## src/rtl/uart_tx_param.sv

```systemverilog
// Parametrised UART transmitter: start, DATA_W data bits (LSB first), optional parity, one or two stop bits.
// Define UART_TX_FIFO_EN to put a FIFO_DEPTH-entry input buffer in front of the frame engine.
module uart_tx_param #(
  parameter int DATA_W       = 8,
  parameter int CLKS_PER_BIT = 1,
  parameter int FIFO_DEPTH   = 4
) (
  input  logic              clk,
  input  logic              reset,
  input  logic [DATA_W-1:0] P_DATA,
  input  logic              DATA_VALID,
  output logic              DATA_READY,
  input  logic              PAR_EN,
  input  logic              PAR_TYP,
  input  logic              STOP2,
  output logic              TX_OUT,
  output logic              Busy,
  output logic              FRAME_DONE
);

  localparam int PS_W = (CLKS_PER_BIT > 1) ? $clog2(CLKS_PER_BIT) : 1;
  localparam int BC_W = $clog2(DATA_W);
  localparam logic [PS_W-1:0] PS_LAST = PS_W'(CLKS_PER_BIT - 1);
  localparam logic [BC_W-1:0] BC_LAST = BC_W'(DATA_W - 1);

  typedef enum logic [2:0] {IDLE, START, DATA, PARITY, STOP} state_t;

  state_t            state;
  logic [PS_W-1:0]   prescale;
  logic [BC_W-1:0]   bit_cnt;
  logic [BC_W-1:0]   bit_nxt;
  logic [DATA_W-1:0] data_reg;
  logic              par_en_reg;
  logic              stop2_reg;
  logic              parity_bit;
  logic              tx_reg;
  logic              busy_reg;
  logic              done_reg;
  logic              ready_reg;
  logic              bit_end;
  logic              stop_last;
  logic              frame_end;

  // Word source for the next frame: either the input port or the FIFO head
  logic              load;
  logic [DATA_W-1:0] ld_data;
  logic              ld_pe;
  logic              ld_pt;
  logic              ld_s2;

  assign bit_end   = (prescale == PS_LAST);
  assign bit_nxt   = bit_cnt + 1'b1;
  // In STOP the bit counter counts stop bits already sent
  assign stop_last = !stop2_reg || (bit_cnt != '0);
  assign frame_end = (state == STOP) && bit_end && stop_last;

`ifdef UART_TX_FIFO_EN
  localparam int PTR_W = $clog2(FIFO_DEPTH);
  localparam int ENT_W = DATA_W + 3;
  localparam logic [PTR_W:0] FULL = (PTR_W + 1)'(FIFO_DEPTH);

  logic [ENT_W-1:0] mem [FIFO_DEPTH];
  logic [PTR_W-1:0] wr_ptr;
  logic [PTR_W-1:0] rd_ptr;
  logic [PTR_W:0]   count;
  logic [PTR_W:0]   count_next;
  logic             push;
  logic [ENT_W-1:0] head;

  assign push       = DATA_VALID && ready_reg;
  assign load       = (count != '0) && ((state == IDLE) || frame_end);
  assign count_next = count + (PTR_W + 1)'(push) - (PTR_W + 1)'(load);
  assign head       = mem[rd_ptr];
  assign {ld_data, ld_pe, ld_pt, ld_s2} = head;

  always_ff @(posedge clk) begin
    if (push) mem[wr_ptr] <= {P_DATA, PAR_EN, PAR_TYP, STOP2};
  end

  always_ff @(posedge clk or negedge reset) begin
    if (!reset) begin
      wr_ptr    <= '0;
      rd_ptr    <= '0;
      count     <= '0;
      ready_reg <= 1'b0;
    end else begin
      if (push) wr_ptr <= wr_ptr + 1'b1;
      if (load) rd_ptr <= rd_ptr + 1'b1;
      count     <= count_next;
      ready_reg <= (count_next != FULL);
    end
  end
`else
  assign load    = DATA_VALID && ready_reg && (state == IDLE);
  assign ld_data = P_DATA;
  assign ld_pe   = PAR_EN;
  assign ld_pt   = PAR_TYP;
  assign ld_s2   = STOP2;

  // Ready is registered as "next state is IDLE" so it stays a flop output
  always_ff @(posedge clk or negedge reset) begin
    if (!reset) ready_reg <= 1'b0;
    else        ready_reg <= ((state == IDLE) && !load) || frame_end;
  end
`endif

  always_ff @(posedge clk or negedge reset) begin
    if (!reset) begin
      state      <= IDLE;
      prescale   <= '0;
      bit_cnt    <= '0;
      data_reg   <= '0;
      par_en_reg <= 1'b0;
      stop2_reg  <= 1'b0;
      parity_bit <= 1'b0;
      tx_reg     <= 1'b1;
      busy_reg   <= 1'b0;
      done_reg   <= 1'b0;
    end else begin
      done_reg <= frame_end;
      if (load) begin
        data_reg   <= ld_data;
        par_en_reg <= ld_pe;
        stop2_reg  <= ld_s2;
        parity_bit <= (^ld_data) ^ ld_pt;
        state      <= START;
        prescale   <= '0;
        bit_cnt    <= '0;
        tx_reg     <= 1'b0;
        busy_reg   <= 1'b1;
      end else begin
        case (state)
          IDLE: prescale <= '0;
          START: begin
            if (!bit_end) prescale <= prescale + 1'b1;
            else begin
              prescale <= '0;
              bit_cnt  <= '0;
              state    <= DATA;
              tx_reg   <= data_reg[0];
            end
          end
          DATA: begin
            if (!bit_end) prescale <= prescale + 1'b1;
            else begin
              prescale <= '0;
              if (bit_cnt == BC_LAST) begin
                bit_cnt <= '0;
                if (par_en_reg) begin
                  state  <= PARITY;
                  tx_reg <= parity_bit;
                end else begin
                  state  <= STOP;
                  tx_reg <= 1'b1;
                end
              end else begin
                bit_cnt <= bit_nxt;
                tx_reg  <= data_reg[bit_nxt];
              end
            end
          end
          PARITY: begin
            if (!bit_end) prescale <= prescale + 1'b1;
            else begin
              prescale <= '0;
              bit_cnt  <= '0;
              state    <= STOP;
              tx_reg   <= 1'b1;
            end
          end
          STOP: begin
            if (!bit_end) prescale <= prescale + 1'b1;
            else begin
              prescale <= '0;
              if (!stop_last) bit_cnt <= bit_nxt;
              else begin
                bit_cnt  <= '0;
                state    <= IDLE;
                busy_reg <= 1'b0;
              end
            end
          end
          default: state <= IDLE;
        endcase
      end
    end
  end

  assign TX_OUT     = tx_reg;
  assign Busy       = busy_reg;
  assign FRAME_DONE = done_reg;
  assign DATA_READY = ready_reg;

endmodule

```

## config.mk

```make
export PLATFORM = sky130hd
export DESIGN_NAME = uart_tx_param
export DESIGN_NICKNAME = d
export VERILOG_FILES = /design/src/rtl/uart_tx_param.sv
export SDC_FILE = /design/constraint.sdc
export NUM_CORES = 1
export LEC_CHECK = 0
export CAP_MARGIN = 20
export CORE_MARGIN = 5
export CORE_UTILIZATION = 45
export DETAILED_ROUTE_END_ITERATION = 7
export PLACE_DENSITY_LB_ADDON = 0.15
export SETUP_SLACK_MARGIN = 0.02
export SKIP_LAST_GASP = 1
export SLEW_MARGIN = 30
export SYNTH_ARGS = -nofsm -noshare
export SYNTH_HDL_FRONTEND = slang
export SYNTH_SLANG_ARGS = --single-unit
```

## constraint.sdc

```tcl
create_clock -name clk -period 2.15 [get_ports clk]
set_input_delay 0.215 -clock clk [delete_from_list [all_inputs] [get_ports clk]]
set_output_delay 0.215 -clock clk [all_outputs]
set_load 0.01 [all_outputs]
```

==> results of run 1 <==
==> worst max-delay path, delay by kind of cell, from the launching register on <==
family	cells	cell delay (ns)
simple gates	1	0.18
mux	1	0.48
flops	1	0.41
fa+ha+maj	1	0.31
compound gates	2	0.40
buf+inv	1	0.13
==> layout make-up <==
cell class	instances	area, um2
fillers	205	1071
well taps	30	37.54
clock buffers	4	26.28
flip-flops and latches	21	526.8
multi-input cells	56	536.8
inverters	5	18.77
repair buffers	20	192.7
==> cells in the mapped netlist (2+ instances only) <==
library cell and count:
nand3b_1 2, a21oi_1 4, dfrtp_1 20, nor2_1 4, inv_1 5, nand2_1 3, xnor2_1 5, o21ai_0 2
ha_1 3, mux2_2 12, buf_2 2
==> power breakdown <==
part	total, mW	switching, mW	internal [mW]
combinational	0.890	0.346	0.545
clock	0.192	0.120	0.0723
sequential	0.726	0.146	0.580
total	1.81	0.612	1.20
==> cell families (layout without fill, tap and decap cells) <==
group	after synthesis	count (layout)
AO/OA/AOI/OAI	14	14
XOR/XNOR	7	7
adder cells (fa/ha/maj)	3	3
buffers and inverters	9	29
flip-flops	21	21
multiplexers	15	15
AND/OR/NAND/NOR	17	17
==> routing by layer <==
layer | global-route usage | routed length, um
met2 | 0.2278 | 1000
met5 | 0 | 0
met3 | 0.02179 | 71
met1 | 0.1862 | 957
met4 | 0.05825 | 19
==> repair_timing <==
item | 4_1_cts | 5_1_grt
endpoints found under the hold margin | 0 | 0
buffers inserted | 0 | 1
endpoints found under the setup margin | 0 | 1
gates resized for setup | 0 | 2
==> final timing paths <==
path                                        start                      to  slack (ns)  depth (start not counted)
min in group clk                           PAR_EN  par_en_reg$_DFFE_PN0P_        0.47                          3
setup / recovery           bit_cnt[0]$_DFFE_PN0P_      TX_OUT$_DFFE_PN1P_        0.18                          6
max in group asynchronous                   reset    state[1]$_DFFE_PN0P_        1.30                          2
hold / removal                              reset  bit_cnt[2]$_DFFE_PN0P_        0.28                          1
hold reg to reg            parity_bit$_DFFE_PN0P_  parity_bit$_DFFE_PN0P_        0.51                          1
setup reg to reg           bit_cnt[0]$_DFFE_PN0P_      TX_OUT$_DFFE_PN1P_        0.18                          6
==> metrics by stage <==
| stage | util | instances | setup slack (ns) |
|---|---|---|---|
| floorplan | - | 86 | 0.2252 |
| global route | 0.5556 | 136 | 0.08545 |
| detailed placement | 0.5379 | 131 | 0.1198 |
| CTS | 0.5488 | 135 | 0.09980 |
| global placement | 0.5379 | 131 | 0.1877 |
| finish | 0.5556 | 136 | 0.1821 |
==> out/qor.txt, run 1 <==
Outcome: finished, final reports clean
Pre-antenna DRT Iters: 3
Fin crit share: 0.9153
Type of the worst setup path: reg2reg
Area of the core region: 2410 um2
Clk slew on worst S/H paths: 0.12 ns
Leakage power: 0.5646 nW
Synthesized-area fraction occupied by adder cells: 0.03417
Master cell of the clock root buffer: clkbuf_4
Post-synthesis instance area: 1099 um2
Floorplan die area: 3530 um2
Number of synthesized flops with an enable pin: 0
Slew at the pin closest to its max-slew limit: 0.6207 ns
Power after layout: 1.809 mW
Aggregate global routing overflow: 0
Area of all placed cells without fillers: 1339 um2
Parity-gate share of the synthesized area counting xor and xnor cells: 0.06834
Average vias per placed instance: 5.272
Die width: 59.41 um
Diodes inserted: 0
Most frequent cells in the layout: 20 x dfrtp_1, 17 x clkdlybuf4s50_1, 12 x mux2_2
Post-synthesis to final-layout area growth: 21.87%
Share of cells above drive strength 1: 0.2547
Crit start category: flip-flop
Final wirelength: 2.050 mm
Post-synth net total: 103
Async SR Flop Fraction: 1.000
Final Wtd Congestion: 0.7861
Post-route antenna net violation count: 0
Number of buffers inserted for hold repair after clock tree synthesis: 0
CTS max path bufs: 2
Max Cap Viol: 0
Final Hold Fails: 0
Number of buffers created by CTS: 3
Worst path arrival time: 2.20 ns
Post-synthesis mux area share: 0.1765
Sequential-to-total area share from yosys stat: 0.4795
Unrepaired setup endpoints after global routing: false
Required @ worst endpoint: 2.38 ns
Hold slack: 0.2818 ns
# clock sinks: 21
Highest achievable clock rate: 508.2 MHz
HPWL after detailed placement: 1.613 mm
Layout net count: 124
First-pass GRT wire length: 3.643 mm
Compound-gate portion of the synthesized area: 0.1025
Number of flip-flops in the largest register: 8
Cell-by-cell trace of the critical path: inv_1 > ha_4 > mux4_2 > and2_4 > a2111oi_4 > o41ai_1
Post-route minimum period: 1.968 ns
GR Util All Layers: 0.1406
Max incr delay on CP: 0.48 ns
Distinct cell type count of the synthesized netlist: 35
H-tree levels: 1
Syn avg cell area: 12.77 um2
DRC errors left: 0
Final worst clock skew: 0.008401 ns
Worst setup EP type: flip-flop
Simple logic cell fraction of the synthesized area: 0.09909
Worst slew margin relative to its limit: 0.5849
Antenna violations before repair: 0
Starting density of the core: 0.4559
Flip-flop and latch count after synthesis: 21
Accumulated negative setup slack: 0 ns
Max-slew violation count: 0
Port buffer count: 17
Leading cell type in the layout, fill and taps excluded: dfrtp_1
Wire length per cell after detailed routing: 15.07 um
Max rail drop VDD: 642.8 uV
Type of the tightest min-delay check: in2async
CTS tree: yes
Largest fanout on the critical path: 4
Final setup fails: 0
Cell type with the highest aggregate area in the netlist: dfrtp_1
Post-place instance area: 1296 um2
Iteration-0 DRC Markers: 17
Vertical extent of the die: 59.41 um
Synth warnings: 0
Largest family of logic cells by synthesized area: multiplexers
Vias in the first global route: 775
Most used DFF post-synth: dfrtp_1
Critical-path cell with the highest stage delay: mux4_2
Source-to-sink clock delay at the later pin of the worst-skew pair: 0.30 ns
Ratio of total power to cell area: 1351 nW/um2
Top Ports: 18
FP Rows: 18
Area fraction of the dominant cell type after synthesis: 0.4556
Vias: 717
Pin count of the biggest net entering global routing: 14
Cells after synthesis: 86
Main area contributors after synthesis: dfrtp_1 46%, mux2_2 12%, xnor2_1 4.0%, ha_1 3.4%, a2111oi_4 2.5%
No activity file was read; power rests on OpenSTA's default activity.
==> inputs of run 2 (changes only) <==
--- a/config.mk
+++ b/config.mk
@@ -12,7 +12,7 @@
 export PLACE_DENSITY_LB_ADDON = 0.15
 export SETUP_SLACK_MARGIN = 0.02
 export SKIP_LAST_GASP = 1
-export SLEW_MARGIN = 30
+export SLEW_MARGIN = 0
 export SYNTH_ARGS = -nofsm -noshare
 export SYNTH_HDL_FRONTEND = slang
 export SYNTH_SLANG_ARGS = --single-unit
==> results of run 2 <==
Final layout, timing and power as in run 1 (identical DEF).
